### src/rtl/conv1d_cfu_pkg.sv
// Shared definitions for the conv1d CFU command interface: command codes, sequencer states, kernel size.
package conv1d_cfu_pkg;

  localparam int KERNEL_LENGTH = 8;

  localparam logic [6:0] CMD_WR_IN    = 7'd1;
  localparam logic [6:0] CMD_WR_FLT   = 7'd2;
  localparam logic [6:0] CMD_IN_OFF   = 7'd3;
  localparam logic [6:0] CMD_DEPTH    = 7'd5;
  localparam logic [6:0] CMD_START    = 7'd6;
  localparam logic [6:0] CMD_GET_ACC  = 7'd7;
  localparam logic [6:0] CMD_START_X  = 7'd8;
  localparam logic [6:0] CMD_DONE     = 7'd9;
  localparam logic [6:0] CMD_BIAS     = 7'd10;
  localparam logic [6:0] CMD_MULT     = 7'd11;
  localparam logic [6:0] CMD_SHIFT    = 7'd12;
  localparam logic [6:0] CMD_ACT_MIN  = 7'd13;
  localparam logic [6:0] CMD_ACT_MAX  = 7'd14;
  localparam logic [6:0] CMD_OUT_OFF  = 7'd15;
  localparam logic [6:0] CMD_RW_WIDTH = 7'd16;

  typedef enum logic [2:0] {
    S_IDLE, S_PARAMS, S_LOAD_F, S_LOAD_I, S_START, S_POLL, S_READ, S_OUT
  } seq_state_t;

endpackage

### src/rtl/conv1d_cfu_loader.sv
// Word counter and byte-address generator for the buffer-load stream; reused for filter and input loads.
module conv1d_cfu_loader (
  input  logic        clk,
  input  logic        rst,
  input  logic        clear,
  input  logic        active,
  input  logic        ld_valid,
  input  logic [31:0] words,
  output logic        ld_ready,
  output logic        fire,
  output logic        last,
  output logic [31:0] addr
);
  logic [31:0] k;

  assign ld_ready = active;
  assign fire     = active & ld_valid;
  assign last     = fire && (k == words - 32'd1);
  assign addr     = {k[29:0], 2'b00};

  // Counter self-clears on the final word so the next load restarts at address 0.
  always_ff @(posedge clk or posedge rst) begin
    if (rst)                k <= '0;
    else if (clear || last) k <= '0;
    else if (fire)          k <= k + 32'd1;
  end
endmodule

### src/rtl/conv1d_cfu_sequencer.sv
// Drives the conv1d CFU through params, buffer loads, compute, done-poll and result read.
// CFU_SEQ_TIMEOUT_EN: abort polling with an err pulse after POLL_TIMEOUT cycles without done.
module conv1d_cfu_sequencer
  import conv1d_cfu_pkg::*;
#(
  parameter int MAX_DEPTH = 128
`ifdef CFU_SEQ_TIMEOUT_EN
  , parameter int POLL_TIMEOUT = 4096
`endif
) (
  input  logic             clk,
  input  logic             rst,
  input  logic             start,
  input  logic [31:0]      cfg_depth,
  input  logic [31:0]      cfg_in_off,
  input  logic [31:0]      cfg_start_x,
  input  logic [5:0][31:0] cfg_quant,
  input  logic             ld_valid,
  output logic             ld_ready,
  input  logic [31:0]      ld_data,
  output logic             res_valid,
  input  logic             res_ready,
  output logic [31:0]      res_data,
  output logic             busy,
  output logic             err,
  output logic             cfu_en,
  output logic [6:0]       cfu_cmd,
  output logic [31:0]      cfu_inp0,
  output logic [31:0]      cfu_inp1,
  input  logic [31:0]      cfu_ret
);
  seq_state_t      state;
  logic [31:0]     depth_q, in_off_q, start_x_q, words, ld_addr;
  logic [5:0][31:0] quant_q;
  logic [3:0]      pidx;
  logic [2:0]      qidx;
  logic [1:0]      vld_pipe;
  logic            rd_ph, ld_fire, ld_last;
  logic [6:0]      p_cmd;
  logic [31:0]     p_val;
`ifdef CFU_SEQ_TIMEOUT_EN
  logic [31:0]     poll_cnt;
`endif

  assign busy  = (state != S_IDLE);
  assign words = 32'((depth_q * 32'(KERNEL_LENGTH)) >> 2);
  // pidx 4..9 map onto quant slots 0..5 through 3-bit wraparound.
  assign qidx  = pidx[2:0] - 3'd4;

  always_comb begin
    p_cmd = CMD_RW_WIDTH;
    p_val = 32'd4;
    case (pidx)
      4'd0: ;
      4'd1: begin p_cmd = CMD_IN_OFF;  p_val = in_off_q;  end
      4'd2: begin p_cmd = CMD_DEPTH;   p_val = depth_q;   end
      4'd3: begin p_cmd = CMD_START_X; p_val = start_x_q; end
      default: begin p_cmd = CMD_BIAS + {4'd0, qidx}; p_val = quant_q[qidx]; end
    endcase
  end

  conv1d_cfu_loader u_loader (
    .clk      (clk),
    .rst      (rst),
    .clear    (state == S_IDLE),
    .active   (state == S_LOAD_F || state == S_LOAD_I),
    .ld_valid (ld_valid),
    .words    (words),
    .ld_ready (ld_ready),
    .fire     (ld_fire),
    .last     (ld_last),
    .addr     (ld_addr)
  );

  always_ff @(posedge clk or posedge rst) begin
    if (rst) begin
      state <= S_IDLE;
      depth_q <= '0; in_off_q <= '0; start_x_q <= '0; quant_q <= '0;
      pidx <= '0; vld_pipe <= '0; rd_ph <= 1'b0;
      res_valid <= 1'b0; res_data <= '0; err <= 1'b0;
      cfu_en <= 1'b0; cfu_cmd <= '0; cfu_inp0 <= '0; cfu_inp1 <= '0;
`ifdef CFU_SEQ_TIMEOUT_EN
      poll_cnt <= '0;
`endif
    end else begin
      err <= 1'b0;
      case (state)
        S_IDLE: if (start) begin
          if (cfg_depth > 32'(MAX_DEPTH)) err <= 1'b1;
          else begin
            depth_q <= cfg_depth; in_off_q <= cfg_in_off;
            start_x_q <= cfg_start_x; quant_q <= cfg_quant;
            pidx <= '0;
            state <= S_PARAMS;
          end
        end
        S_PARAMS: begin
          cfu_en <= 1'b1; cfu_cmd <= p_cmd; cfu_inp0 <= '0; cfu_inp1 <= p_val;
          pidx <= pidx + 4'd1;
          if (pidx == 4'd9) state <= (words == '0) ? S_START : S_LOAD_F;
        end
        S_LOAD_F, S_LOAD_I: begin
          // Stall cycles issue the side-effect-free done poll.
          if (ld_fire) begin
            cfu_cmd  <= (state == S_LOAD_F) ? CMD_WR_FLT : CMD_WR_IN;
            cfu_inp0 <= ld_addr;
            cfu_inp1 <= ld_data;
          end else begin
            cfu_cmd <= CMD_DONE; cfu_inp0 <= '0; cfu_inp1 <= '0;
          end
          if (ld_last) state <= (state == S_LOAD_F) ? S_LOAD_I : S_START;
        end
        S_START: begin
          cfu_cmd <= CMD_START; cfu_inp0 <= '0; cfu_inp1 <= '0;
          vld_pipe <= '0;
`ifdef CFU_SEQ_TIMEOUT_EN
          poll_cnt <= '0;
`endif
          state <= S_POLL;
        end
        S_POLL: begin
          // ret is meaningful for polls only once the cmd 6 response has passed.
          cfu_cmd <= CMD_DONE;
          vld_pipe <= {vld_pipe[0], 1'b1};
          if (vld_pipe[1] && cfu_ret[0]) begin
            cfu_cmd <= CMD_GET_ACC; rd_ph <= 1'b0; state <= S_READ;
          end
`ifdef CFU_SEQ_TIMEOUT_EN
          else if (poll_cnt == 32'(POLL_TIMEOUT - 1)) begin
            err <= 1'b1; cfu_en <= 1'b0; cfu_cmd <= '0; state <= S_IDLE;
          end else poll_cnt <= poll_cnt + 32'd1;
`endif
        end
        S_READ: begin
          cfu_cmd <= CMD_DONE;
          rd_ph <= 1'b1;
          if (rd_ph) begin
            res_data <= cfu_ret; res_valid <= 1'b1;
            cfu_en <= 1'b0; cfu_cmd <= '0;
            state <= S_OUT;
          end
        end
        S_OUT: if (res_ready) begin
          res_valid <= 1'b0; state <= S_IDLE;
        end
        default: state <= S_IDLE;
      endcase
    end
  end
endmodule

### config.mk
export PLATFORM = sky130hd
export DESIGN_NAME = conv1d_cfu_sequencer
export DESIGN_NICKNAME = d
export VERILOG_FILES = /design/src/rtl/conv1d_cfu_pkg.sv /design/src/rtl/conv1d_cfu_loader.sv /design/src/rtl/conv1d_cfu_sequencer.sv
export SDC_FILE = /design/constraint.sdc
export NUM_CORES = 1
export LEC_CHECK = 0
export BUFFER_PORTS_ARGS = -buffer_cell sky130_fd_sc_hd__buf_2
export CAP_MARGIN = 20
export CORE_ASPECT_RATIO = 0.6
export CORE_UTILIZATION = 59
export CTS_CLUSTER_SIZE = 28
export DETAILED_ROUTE_END_ITERATION = 6
export GPL_TIMING_DRIVEN = 0
export PLACE_DENSITY = 0.86
export SYNTH_ARGS = -nofsm -noshare
export SYNTH_HDL_FRONTEND = slang
export SYNTH_SLANG_ARGS = --single-unit
export TNS_END_PERCENT = 5
### constraint.sdc
create_clock -name clk -period 38.4 [get_ports clk]
set_input_delay 7.68 -clock clk [delete_from_list [all_inputs] [get_ports clk]]
set_output_delay 7.68 -clock clk [all_outputs]
set_load 0.05 [all_outputs]
==> flow_summary.ini, run 1 <==
[run_status]
status = complete, no violations

[synth]
yosys.area.top_type = dfrtp_1
ys_seq_area_share_pct = 53.3
ys_ff_latch = 432
yosysMostFrequentCell = dfrtp_1
syn_inst = 1603
syn_area_per_cell_um2 = 12.7
synthTopCellsByArea = dfrtp_1 (53%), mux2_2 (18%), mux4_2 (3.6%)
yosysUniqueCellTypes = 70
synth_edf_count = 0
async_reset_ff_share_pct = 100
synth.cell_area_um2 = 20300
yosys_warnings = 0
ys_top_cells_by_count = dfrtp_1 (432), mux2_2 (327), clkbuf_1 (113)
netlist.area_leader.share_pct = 53.3
synthFlopType = dfrtp_1

[place]
place_congestion = 0.966
dpl_worst_slack_ps = 26990
dp.cells = 2528
numPortBuffers = 460
dp_hpwl_um = 50600
placed_area_um2 = 23300

[route]
ant_nets = 0
drt-total-wl_um = 66800
viasPerCell = 6.28
drc = 0
vias = 16477
firstDrtPassIters = 7
drt_iter0_markers = 1913
wl_per_cell_um = 25.5

[floorplan]
core_um2 = 33800
num_io_pins = 465
die_w_um = 241
dieHeight_um = 146
dieArea_um2 = 35200
rows = 52
initial_core_util_pct = 60.1

[power_and_ir_drop]
cellLeakagePower_nw = 12.2
ir_drop_uv = 33.8
power.total_mw = 0.958
p_per_area_nw_per_um2 = 38.9

[run]
cap_violations = 0

[timing]
period_minus_slack_ps = 11120
min_period_over_period_pct = 28.9
rsz0062_at_grt = no
whs_ps = 481
slew_violations = 0
max_freq_ghz = 0.0900
tightest_slew_ps = 1010
setup_viol = 0
tns_ps = 0
skew_ps = 23.4
slew_headroom_pct = 32.8
hold_viol_final = 0
setup_slack_ps = 27280

[final_layout]
final_util_pct = 72.9
stdcell_count = 2622
syn2layout_area_growth_pct = 21.3
fill_cells = 2343
seqCellArea_um2 = 10800
nets = 2478
layout-drive-gt1-share_pct = 43.8
multi_input_area_um2 = 8880
fin_area_um2 = 24600

[min_path]
whs_endpoint = cfu_inp0[11]
min_path_type = flip-flop to flip-flop
min_path_cells = 2
hp-start = cfu_inp0[11]

[clocking]
cts_resized = 0
htree_levels = 2
cts_root_buf = clkbuf_16
cts_buffers = 40
cts_hold_buf = 0
post_cts_buffers = 0
insertion_delay_ps = 550
clk_pin_slew_ps = 60
cts_tree = built
cts_sinks = 432
clockBufferDepth = 3

[critical_path]
end_kind = flip-flop
crit_arrival_ps = 11550
rr_endpoint = cfu_inp1[1]
rrSetupSlack_ps = 33660
worstSetupPathType = input port to flip-flop
start_kind = input port
crit_start = cfg_depth[0]
required_ps = 38830
worstRegToRegCells = 12
cp_max_fo = 10
rr_startpoint = pidx[0]

[global_route]
grt-ovfl-total = 0
grt_pass1_wl_um = 99700
grt_pass1_vias = 16489
track_usage_pct = 38.2
antenna_found_initial = 30
grt_max_degree = 114
-- how the worst max path moves through the flow --
stage	slack (ps)	depth (start not counted)	endpoint
floorplan	18690	1	cfu_cmd[0]
global placement	14640	2	cfu_inp1[25]
detailed placement	26990	9	quant_q[173]
CTS	27540	9	quant_q[174]
global route	27330	9	quant_q[173]
finish	27280	9	quant_q[174]
-- final cells by class --
cell class / instances / share of cell area, %
diodes: 24 / 0.244
plain buffers: 130 / 2.20
clock buffers: 53 / 4.47
clock inverters: 16 / 0.712
inverters: 18 / 0.305
multi-input cells: 1026 / 36.1
flip-flops and latches: 432 / 43.9
well taps: 459 / 2.33
repair buffers: 464 / 9.75
-- worst max-delay path: stages --
cell and delay [ps]:
buf_2 120, nor3_1 540, nand2_1 110, a211oi_1 740
and3_1 250, clkbuf_1 370, clkbuf_1 600, clkbuf_1 700
mux2_2 420
-- placed cells by master (no fill, tap or decap), types with 34 or more instances in the layout --
cell,instances
a22oi_1,34
mux2_2,327
o21ai_0,56
buf_2,460
nor2_1,105
clkbuf_1,121
dfrtp_1,432
nand2_1,58
clkbuf_16,40
-- sequential cells by signal (all words and copies together), names as in the netlist --
register and flops:
depth_q 32, in_off_q 32, cfu_en 1, err 1, res_valid 1, u_loader.k 32
quant_q 192, cfu_cmd 5, cfu_inp0 30, vld_pipe 2, start_x_q 32, pidx 4
res_data 32, cfu_inp1 32, rd_ph 1, state 3
-- report_power, final --
group / total (mW) / switching (mW) / internal (mW)
logic: 0.0857 / 0.0557 / 0.0301
clock network: 0.401 / 0.178 / 0.222
registers: 0.471 / 0.00747 / 0.464
-- logic make-up after synthesis --
family                     after synthesis  synth area share, %
xor gates and xnor gates                63                 2.72
DFF                                    432                 53.3
other                                    1               0.0185
muxes                                  362                 21.9
buffers and inverters                  148                 3.00
AOI/OAI and AO/OA                      238                 8.98
adders and majority gates                9                0.555
and+or+nand+nor                        350                 9.58
-- layer usage --
layer	vias up	global-route usage (%)	wire length [µm]	share of wire [%]
met3	202	8.27	7310	11
met2	1074	55.7	29500	44
met1	8207	55.0	26700	40
li1	6982	-	-	-
met4	12	18.2	3220	4.8
met5	-	0	80	0.12
No activity file was read; power rests on OpenSTA's default activity.
==> inputs of run 2 (changes only) <==
--- a/config.mk
+++ b/config.mk
@@ -8,11 +8,11 @@
 export BUFFER_PORTS_ARGS = -buffer_cell sky130_fd_sc_hd__buf_2
 export CAP_MARGIN = 20
 export CORE_ASPECT_RATIO = 0.6
-export CORE_UTILIZATION = 59
+export CORE_UTILIZATION = 55
 export CTS_CLUSTER_SIZE = 28
 export DETAILED_ROUTE_END_ITERATION = 6
 export GPL_TIMING_DRIVEN = 0
-export PLACE_DENSITY = 0.86
+export PLACE_DENSITY = 0.81
 export SYNTH_ARGS = -nofsm -noshare
 export SYNTH_HDL_FRONTEND = slang
 export SYNTH_SLANG_ARGS = --single-unit
==> constraint.sdc (replaced) <==
create_clock -name clk -period 10.8 [get_ports clk]
set_input_delay 2.16 -clock clk [delete_from_list [all_inputs] [get_ports clk]]
set_output_delay 2.16 -clock clk [all_outputs]
set_load 0.05 [all_outputs]
==> flow_summary.ini, run 2 (same netlist as run 1, synthesis figures left out) <==
[place]
numPortBuffers = 460
dp_hpwl_um = 51200
placed_area_um2 = 23400
place_congestion = 1.00

[clocking]
cts_tree = built
cts_resized = 0
cts_hold_buf = 0
cts_buffers = 40
cts_sinks = 432
clk_pin_slew_ps = 60
htree_levels = 2
cts_root_buf = clkbuf_16
insertion_delay_ps = 550
clockBufferDepth = 3
post_cts_buffers = 0

[global_route]
grt_pass1_wl_um = 98800
antenna_found_initial = 23
grt_pass1_vias = 16314
grt-ovfl-total = 0
grt_max_degree = 44
track_usage_pct = 35.3

[run_status]
violations = design-rule violations
status = finished with violations

[critical_path]
crit_slowest_cell = buf_1
worstSetupPathType = input port to flip-flop
rr_endpoint = cfu_inp1[0]
end_kind = flip-flop
worstRegToRegCells = 12
start_kind = input port
crit_chain = buf_2 > nor3_1 > nand2_1 > a211oi_1 > and3_1 > clkbuf_1 > clkbuf_1 > buf_1 > mux2_2
crit_arrival_ps = 5880
rr_startpoint = pidx[0]
critPathMaxStageDelay_ps = 670
rrSetupSlack_ps = 6130
cp_max_fo = 10
crit_top_cell = clkbuf_1
required_ps = 11230

[route]
ant_nets = 0
firstDrtPassIters = 7
drt-total-wl_um = 66600
drt_iter0_markers = 2059
drc = 5
vias = 16475
viasPerCell = 6.22
wl_per_cell_um = 25.2

[floorplan]
core_um2 = 36300
dieHeight_um = 151
die_w_um = 250
num_io_pins = 465
dieArea_um2 = 37700
rows = 54
initial_core_util_pct = 55.8

[min_path]
whs_endpoint = cfu_en
min_path_cells = 2
hp-start = cfu_en
min_path_type = flip-flop to flip-flop

[final_layout]
final_cell_mix = buf_2 (461), dfrtp_1 (432), mux2_2 (327), clkbuf_1 (122), nor2_1 (105)
layout-drive-gt1-share_pct = 44.0
largest_register_ffs = 192
regMostFlops = quant_q
layout_commonest_cell = buf_2
fin_area_um2 = 24800
syn2layout_area_growth_pct = 22.4
nets = 2489

[timing]
period_minus_slack_ps = 5450
slew_violations = 0
hold_viol_final = 0
skew_ps = 20.7
tns_ps = 0
setup_viol = 0
tightest_slew_ps = 1110
max_freq_ghz = 0.184
rsz0062_at_grt = no
slew_headroom_pct = 25.0
min_period_over_period_pct = 50.4

[run]
cap_violations = 0

[power_and_ir_drop]
ir_drop_uv = 91.3
power.total_mw = 3.43
p_per_area_nw_per_um2 = 138
cellLeakagePower_nw = 12.3
run 2: cell types whose count changed in the layout (fill, tap and decap cells not counted), moves of 2 or more:
cell,delta
buf_16,-3
clkinv_2,-6
buf_12,+12
clkbuf_8,+6
diode_2,-2
run 2: critical path: cells and delay by family:
kind / cells / cell delay (ps)
buffers and inverters: 4 / 1740
AND/OR/NAND/NOR: 3 / 900
AO/OA/AOI/OAI: 1 / 640
multiplexers: 1 / 420
run 2: where the power goes:
| group | total [mW] | internal, mW | switching (mW) |
|---|---|---|---|
| Sequential | 1.68 | 1.65 | 0.0271 |
| Clock | 1.44 | 0.809 | 0.634 |
| Combinational | 0.312 | 0.113 | 0.200 |
run 2: cell type report:
| cell class | instances | area, µm² |
|---|---|---|
| plain buffers | 130 | 541 |
| fillers | 2652 | 11500 |
| clock inverters | 9 | 115 |
| clock buffers | 60 | 1190 |
| flip-flops and latches | 432 | 10800 |
| multi-input cells | 1026 | 8880 |
| diodes | 22 | 55.1 |
| well taps | 476 | 596 |
| inverters | 18 | 71.3 |
| repair buffers | 475 | 2580 |
run 2: per-layer routing:
metal	up-vias	GRT usage (%)	part of all wire (%)
met5	-	0	0.032
met4	4	16.4	4.4
met3	162	7.45	9.8
met2	1027	52.0	44
met1	8300	50.4	42
li1	6982	-	-
run 2: how the worst max path moves through the flow:
stage	from	end	slack, ps
4_1_cts	cfg_depth[0]	quant_q[187]	5520
6_report	cfg_depth[0]	quant_q[187]	5350
2_1_floorplan	rst	cfu_cmd[0]	2810
3_5_place_dp	cfg_depth[0]	quant_q[187]	4950
3_3_place_gp	rst	res_data[1]	600
5_1_grt	cfg_depth[0]	quant_q[165]	5360
run 2: through the flow:
| step | worst slack [ps] | util, % | instances | hold WS, ps |
|---|---|---|---|---|
| floorplan | 2810 | - | 1606 | 450 |
| global placement | 595 | 63.8 | 2542 | 463 |
| detailed placement | 4950 | 64.5 | 2554 | 471 |
| CTS | 5520 | 68.1 | 2623 | 486 |
| global route | 5360 | 68.3 | 2646 | 496 |
| finish | 5350 | 68.3 | 2648 | 477 |
